$ cat src/rtl/apu_audio_mixer.sv
// apu_audio_mixer
//   Mixes the NES APU channel levels into a single sample, box-car decimates
//   by 2^DECIM_LOG2, applies master volume, removes the DC offset with a leaky
//   tracker and clamps to an excess-128 byte for the sigma-delta DAC.
//   All stages advance only on the pipeline valid that follows SMP_VALID.
//
// Ports
//   CLK        system clock
//   RESET_N    asynchronous active-low reset
//   SMP_VALID  one-cycle strobe, channel levels valid this cycle
//   PULSE1/PULSE2/TRIANGLE/NOISE [3:0], DMC [6:0]  channel levels
//   VOLUME     [3:0] master volume (0 silent, 15 = 15/16)
//   MUTE       forces mid-scale output while dc tracking keeps running
//   DAC_OUT    [7:0] excess-128 sample
//   DAC_STB    one-cycle pulse whenever DAC_OUT updates
module apu_audio_mixer #(
    parameter int unsigned DECIM_LOG2 = 4,
    parameter int unsigned DC_SHIFT   = 8
) (
    input  logic       CLK,
    input  logic       RESET_N,
    input  logic       SMP_VALID,
    input  logic [3:0] PULSE1,
    input  logic [3:0] PULSE2,
    input  logic [3:0] TRIANGLE,
    input  logic [3:0] NOISE,
    input  logic [6:0] DMC,
    input  logic [3:0] VOLUME,
    input  logic       MUTE,
    output logic [7:0] DAC_OUT,
    output logic       DAC_STB
);

    localparam int unsigned AW = 9 + DECIM_LOG2;
    // counter needs at least one bit even when no decimation is configured
    localparam int unsigned CW = (DECIM_LOG2 == 0) ? 1 : DECIM_LOG2;

    // stage 1: weighted mix
    logic [8:0] pulse_sum;
    logic [8:0] mix_d;
    logic [8:0] mix_q;
    logic       mix_vld;

    always_comb begin
        pulse_sum = {5'd0, PULSE1} + {5'd0, PULSE2};
        mix_d     = (pulse_sum << 2)
                  + ({5'd0, TRIANGLE} << 1) + {5'd0, TRIANGLE}
                  + ({5'd0, NOISE} << 1)
                  + {2'd0, DMC};
    end

    always_ff @(posedge CLK or negedge RESET_N) begin
        if (!RESET_N) begin
            mix_q   <= '0;
            mix_vld <= 1'b0;
        end else begin
            mix_vld <= SMP_VALID;
            if (SMP_VALID)
                mix_q <= mix_d;
        end
    end

    // stage 2: box-car accumulate
    logic [AW-1:0] acc_q;
    logic [AW-1:0] acc_sum;
    logic [CW-1:0] cnt_q;
    logic          grp_done;
    logic [8:0]    avg_q;
    logic          avg_vld;

    always_comb begin
        acc_sum  = acc_q + AW'(mix_q);
        // with DECIM_LOG2 = 0 the terminal count is 0, so every sample completes a group
        grp_done = (cnt_q == CW'((1 << DECIM_LOG2) - 1));
    end

    always_ff @(posedge CLK or negedge RESET_N) begin
        if (!RESET_N) begin
            acc_q   <= '0;
            cnt_q   <= '0;
            avg_q   <= '0;
            avg_vld <= 1'b0;
        end else begin
            avg_vld <= mix_vld && grp_done;
            if (mix_vld) begin
                if (grp_done) begin
                    acc_q <= '0;
                    cnt_q <= '0;
                    avg_q <= acc_sum[DECIM_LOG2 +: 9];
                end else begin
                    acc_q <= acc_sum;
                    cnt_q <= cnt_q + 1'b1;
                end
            end
        end
    end

    // stage 3: master volume, floor of avg*VOLUME/16
    logic [8:0] scaled_q;
    logic       scl_vld;

    always_ff @(posedge CLK or negedge RESET_N) begin
        if (!RESET_N) begin
            scaled_q <= '0;
            scl_vld  <= 1'b0;
        end else begin
            scl_vld <= avg_vld;
            if (avg_vld)
                scaled_q <= 9'((13'(avg_q) * 13'(VOLUME)) >> 4);
        end
    end

    // stage 4: dc removal (dc is 9.7 fixed point) and clamp
    logic        [15:0] dc_q;
    logic signed [16:0] dc_err;
    logic signed [16:0] dc_step;
    logic        [15:0] dc_next;
    logic signed [10:0] y;
    logic        [7:0]  dac_d;

    always_comb begin
        dc_err  = $signed({1'b0, scaled_q, 7'b0}) - $signed({1'b0, dc_q});
        dc_step = dc_err >>> DC_SHIFT;
        dc_next = 16'($signed({1'b0, dc_q}) + dc_step);
        // output uses the dc value from before this update
        y       = $signed({2'b0, scaled_q}) - $signed({2'b0, dc_q[15:7]}) + 11'sd128;
        if (MUTE)
            dac_d = 8'd128;
        else if (y < 11'sd0)
            dac_d = '0;
        else if (y > 11'sd255)
            dac_d = '1;
        else
            dac_d = y[7:0];
    end

    always_ff @(posedge CLK or negedge RESET_N) begin
        if (!RESET_N) begin
            dc_q    <= '0;
            DAC_OUT <= 8'd128;
            DAC_STB <= 1'b0;
        end else begin
            DAC_STB <= scl_vld;
            if (scl_vld) begin
                dc_q    <= dc_next;
                DAC_OUT <= dac_d;
            end
        end
    end

endmodule

$ cat config.mk
export PLATFORM = sky130hd
export DESIGN_NAME = apu_audio_mixer
export DESIGN_NICKNAME = d
export VERILOG_FILES = /design/src/rtl/apu_audio_mixer.sv
export SDC_FILE = /design/constraint.sdc
export NUM_CORES = 1
export LEC_CHECK = 0
export ABC_AREA = 1
export CAP_MARGIN = 10
export CORE_MARGIN = 2
export CORE_UTILIZATION = 40
export CTS_CLUSTER_SIZE = 10
export DETAILED_ROUTE_END_ITERATION = 12
export GPL_TIMING_DRIVEN = 0
export PLACE_DENSITY_LB_ADDON = 0.08
export REMOVE_ABC_BUFFERS = 1
export SLEW_MARGIN = 20
export SYNTH_ARGS = -nofsm -noshare
export SYNTH_HDL_FRONTEND = slang
export SYNTH_SLANG_ARGS = --single-unit
$ cat constraint.sdc
create_clock -name CLK -period 3.55 [get_ports CLK]
set_clock_uncertainty 0.1 [all_clocks]
set_input_delay 0.355 -clock CLK [delete_from_list [all_inputs] [get_ports CLK]]
set_output_delay 0.355 -clock CLK [all_outputs]
set_load 0.005 [all_outputs]
==> run summary <==
ROUTE
--------------------------------------------------------------------------------
Routed wire length per instance ...................................     13.03 µm
First-pass iteration count of the detailed router .................            4
Routed vias .......................................................        5,692
Routed via count divided by cell count ............................        4.840
Post-DRT Antenna Nets .............................................            0
# DRC .............................................................            0
Total wirelength of the detailed-routed design ....................    15,320 µm
Number of DRC markers after the initial detailed-route iteration ..          259

CLOCK TREE
--------------------------------------------------------------------------------
TritonCTS buffer count ............................................            9
Number of levels the H-tree was split into ........................            3
CTS tree ..........................................................        built
Longest Clk Path Bufs .............................................            2
Clock-pin slew on the worst setup and hold paths ..................      0.06 ns
Post-CTS repair timing setup buffer count .........................            0
CTS sink cnt ......................................................           72
Insertion delay of the later-clocked pin in the worst-skew pair ...      0.34 ns
Clock tree root buffer cell .......................................    clkbuf_16

PLACED DESIGN
--------------------------------------------------------------------------------
Post-place instance area .......................................... 0.007249 mm²
Detailed-placement wirelength estimate ............................    12,330 µm
Placed Cells incl. Taps ...........................................        1,159
Routability congestion estimate ...................................       0.8901
Number of buffer cells added on primary ports .....................           39

FLOORPLAN
--------------------------------------------------------------------------------
Core Area .........................................................  0.01647 mm²
Number of top-level pins ..........................................           40
Die footprint .....................................................  0.01774 mm²
Initial core utilization ..........................................       0.4055
Number of cell rows ...............................................           47
Die extent in x ...................................................     133.2 µm
Height of the die .................................................     133.2 µm

FINAL LAYOUT
--------------------------------------------------------------------------------
Commonest non-fill, non-tap cell in the layout ....................      nand2_1
Fill cell total of the finished layout ............................        1,756
Final Core Density ................................................       0.4656
Antenna cell count ................................................            0
Layout cell share with drive strength beyond 1 ....................      0.06381
Layout Nets .......................................................        1,079
Number of cells in the finished layout apart from fillers .........        1,176
Post-route cell area .............................................. 0.007666 mm²
Layout area overhead ..............................................       14.82%
Commonest non-fill, non-tap cells in the layout ................... nand2_1 (289), inv_1 (144), nand3_1 (73)

LOGIC SYNTHESIS
--------------------------------------------------------------------------------
Number of cells produced by synthesis .............................          918
Fraction of the yosys area taken by sequential cells ..............       0.2701
Syn_area_per_cell .................................................    7.273 µm²
Yosys warning total ...............................................            0
Number of register bits inferred by synthesis .....................           72
Area of the mapped netlist ........................................ 0.006676 mm²
Number of enable flip-flop cells after synthesis ..................            0
Share of async-settable or async-resettable flops after synthesis .        1.000
Number of library cell types mapped by synthesis ..................           40
Most frequently used flop master after synthesis ..................      dfrtp_1

STA
--------------------------------------------------------------------------------
Total negative slack for setup checks .............................         0 ns
Worst hold slack ..................................................    0.3331 ns
Setup violators final .............................................            0
Max Clock Freq ....................................................   0.2967 GHz
Number of pins with negative max-slew slack in the final report ...            0
Unrepaired setup endpoints after global routing ...................         true
Final cycle utilization of the critical path ......................       0.9495
Pin slew with the least headroom to its limit .....................    0.8316 ns
Count of final hold-check violations ..............................            0
Minimum clock period after layout .................................     3.371 ns
Max-slew headroom at the worst pin ................................       0.4435

WORST SETUP PATH
--------------------------------------------------------------------------------
Startpoint-to-endpoint class of the critical path ................. flip-flop to flip-flop
Maximum fanout along the worst path ...............................            5
Arrival @ worst endpoint ..........................................      3.46 ns
Critical Path Source Type .........................................    flip-flop
Worst Path Required ...............................................      3.64 ns
Crit-path cells ................................................... inv_1 > ha_1 > nand2_2 > nor2_4 > nand4_1 > nand3_1 > xor2_1 > ha_1 > a21oi_1 > o21ai_0 > a21o_1 > or2_2 > nand3_1 > o21ai_0
Critical-path top delay cell ......................................         ha_1
Endpoint class of the critical path ...............................    flip-flop
Critical path's largest stage delay ...............................      0.45 ns

GLOBAL ROUTE
--------------------------------------------------------------------------------
Global-route wire length before repair ............................    26,570 µm
Via count of the first global-routing pass ........................        5,487
Total overflow reported by the global router ......................            0
GRT Resource Usage Total ..........................................       0.1860
Largest net degree at the start of global routing .................           56
Antenna violations before repair ..................................            0

POWER
--------------------------------------------------------------------------------
Power density of the placed cells .................................  1036 mW/mm²
Combinational group share of total power ..........................        0.687
P_sw ..............................................................     4.034 mW
Net switching fraction of the power ...............................       0.5078
Worst IR Drop VDD .................................................    0.3919 mV
Cell-internal power ...............................................     3.910 mW
Part of the total power dissipated in the clock network ...........        0.126
Cell leakage power ................................................     4.073 nW
Power share of the sequential group ...............................        0.188

JOB
--------------------------------------------------------------------------------
Reported max-cap violation count ..................................            0

RUN STATUS
--------------------------------------------------------------------------------
Outcome ........................................................... finished, final reports clean

HOLD PATH
--------------------------------------------------------------------------------
Worst min-delay path class ........................................ input pin to asynchronous set/reset pin

==> power by group through the flow <==
stage / combinational, mW / clock [mW] / sequential, mW
CTS: 5.37 / 1.03 / 1.49
detailed placement: 5.35 / 0 / 1.50
finish: 5.45 / 1.00 / 1.49
global route: 6.24 / 1.06 / 1.54
global placement: 5.34 / 0 / 1.50
floorplan: 4.16 / 0 / 1.40
==> kinds of logic (layout without fill, tap and decap cells) <==
group / count (synthesis) / count (layout) / share of synthesized area
xor+xnor: 29 / 29 / 0.03804
fa+ha+maj: 97 / 97 / 0.2144
simple gates: 447 / 447 / 0.2865
buf+inv: 167 / 205 / 0.1008
flops: 72 / 72 / 0.2701
compound gates: 106 / 106 / 0.09014
==> metal layers <==
layer	GRT usage	routed length [µm]	vias to the layer above
met3	0.02626	425	15
li1	-	-	2977
met1	0.2585	7628	2631
met5	0	0	-
met2	0.3037	7034	69
met4	0.05378	229	0
==> Yosys cell counts (2+ instances only) <==
cell type,count,area (µm²)
buf_2,2,10.01
nand4_1,13,81.33
inv_2,2,7.510
buf_6,3,33.78
nand3_1,73,365.4
fa_1,29,580.6
a21oi_1,37,185.2
clkinv_1,2,7.510
nand2_4,2,22.52
inv_1,144,540.5
buf_4,3,22.52
xnor2_1,13,113.9
clkbuf_1,9,33.78
nand2_1,291,1092
xor2_1,16,140.1
a21oi_4,2,32.53
nand2_2,14,87.58
a21oi_2,2,17.52
o21a_1,3,22.52
nor2_2,2,12.51
o21bai_1,3,22.52
nor3_1,4,20.02
a22o_1,2,17.52
nor2_1,35,131.4
a31oi_1,4,25.02
nand3b_1,3,22.52
ha_1,68,850.8
o22ai_1,3,18.77
or2_2,6,37.54
a21o_1,3,22.52
dfrtp_1,71,1777
o21ai_0,46,230.2
==> registers in the layout, indices dropped and copies added (netlist names), 4 cells and up <==
| signal | flops |
|---|---|
| DAC_OUT | 8 |
| mix_q | 9 |
| avg_q | 9 |
| acc_q | 13 |
| dc_q | 16 |
| scaled_q | 9 |
| cnt_q | 4 |
==> critical path, delay by kind of cell (launching register included) <==
kind,cells,cell delay (ns)
adder cells (fa/ha/maj),2,0.77
AO/OA/AOI/OAI,4,0.72
AND/OR/NAND/NOR,6,0.90
buffers and inverters,1,0.09
flip-flops,1,0.42
XOR/XNOR,1,0.22
==> cell type report <==
class / count / area, µm² / area share
sequential: 72 / 1803 / 0.2352
inverter: 148 / 555.5 / 0.07247
multi-input combinational: 679 / 4272 / 0.5572
tap: 220 / 275.3 / 0.03591
clock inverter: 5 / 80.08 / 0.01045
clock buffer: 11 / 242.7 / 0.03166
timing repair buffer: 41 / 437.9 / 0.05712
==> stage by stage <==
step                worst slack (ns)  power [mW]
finish                        0.1791       7.944
global route                -0.02868       8.840
CTS                          0.05554       7.889
detailed placement           -0.1864       6.849
global placement             -0.6947       6.845
floorplan                     0.4796       5.560
==> path summary, 6_finish.rpt <==
kind | start | end | slack [ns] | cells after the start
max | dc_q[13] | dc_q[8] | 0.18 | 14
min | RESET_N | DAC_OUT[4] | 0.33 | 2
max reg2reg | dc_q[13] | dc_q[8] | 0.18 | 14
min reg2reg | DAC_OUT[2] | DAC_OUT[2] | 0.38 | 2
max in group asynchronous | RESET_N | mix_q[1] | 2.46 | 3
min in group CLK | DAC_OUT[2] | DAC_OUT[2] | 0.38 | 2
==> what timing repair did <==
item	in CTS	in global routing
endpoints found under the hold margin	16	0
hold buffers	1	0
endpoints found under the setup margin	0	14
resized for setup	0	18
Power figures use the tool's default switching activity.
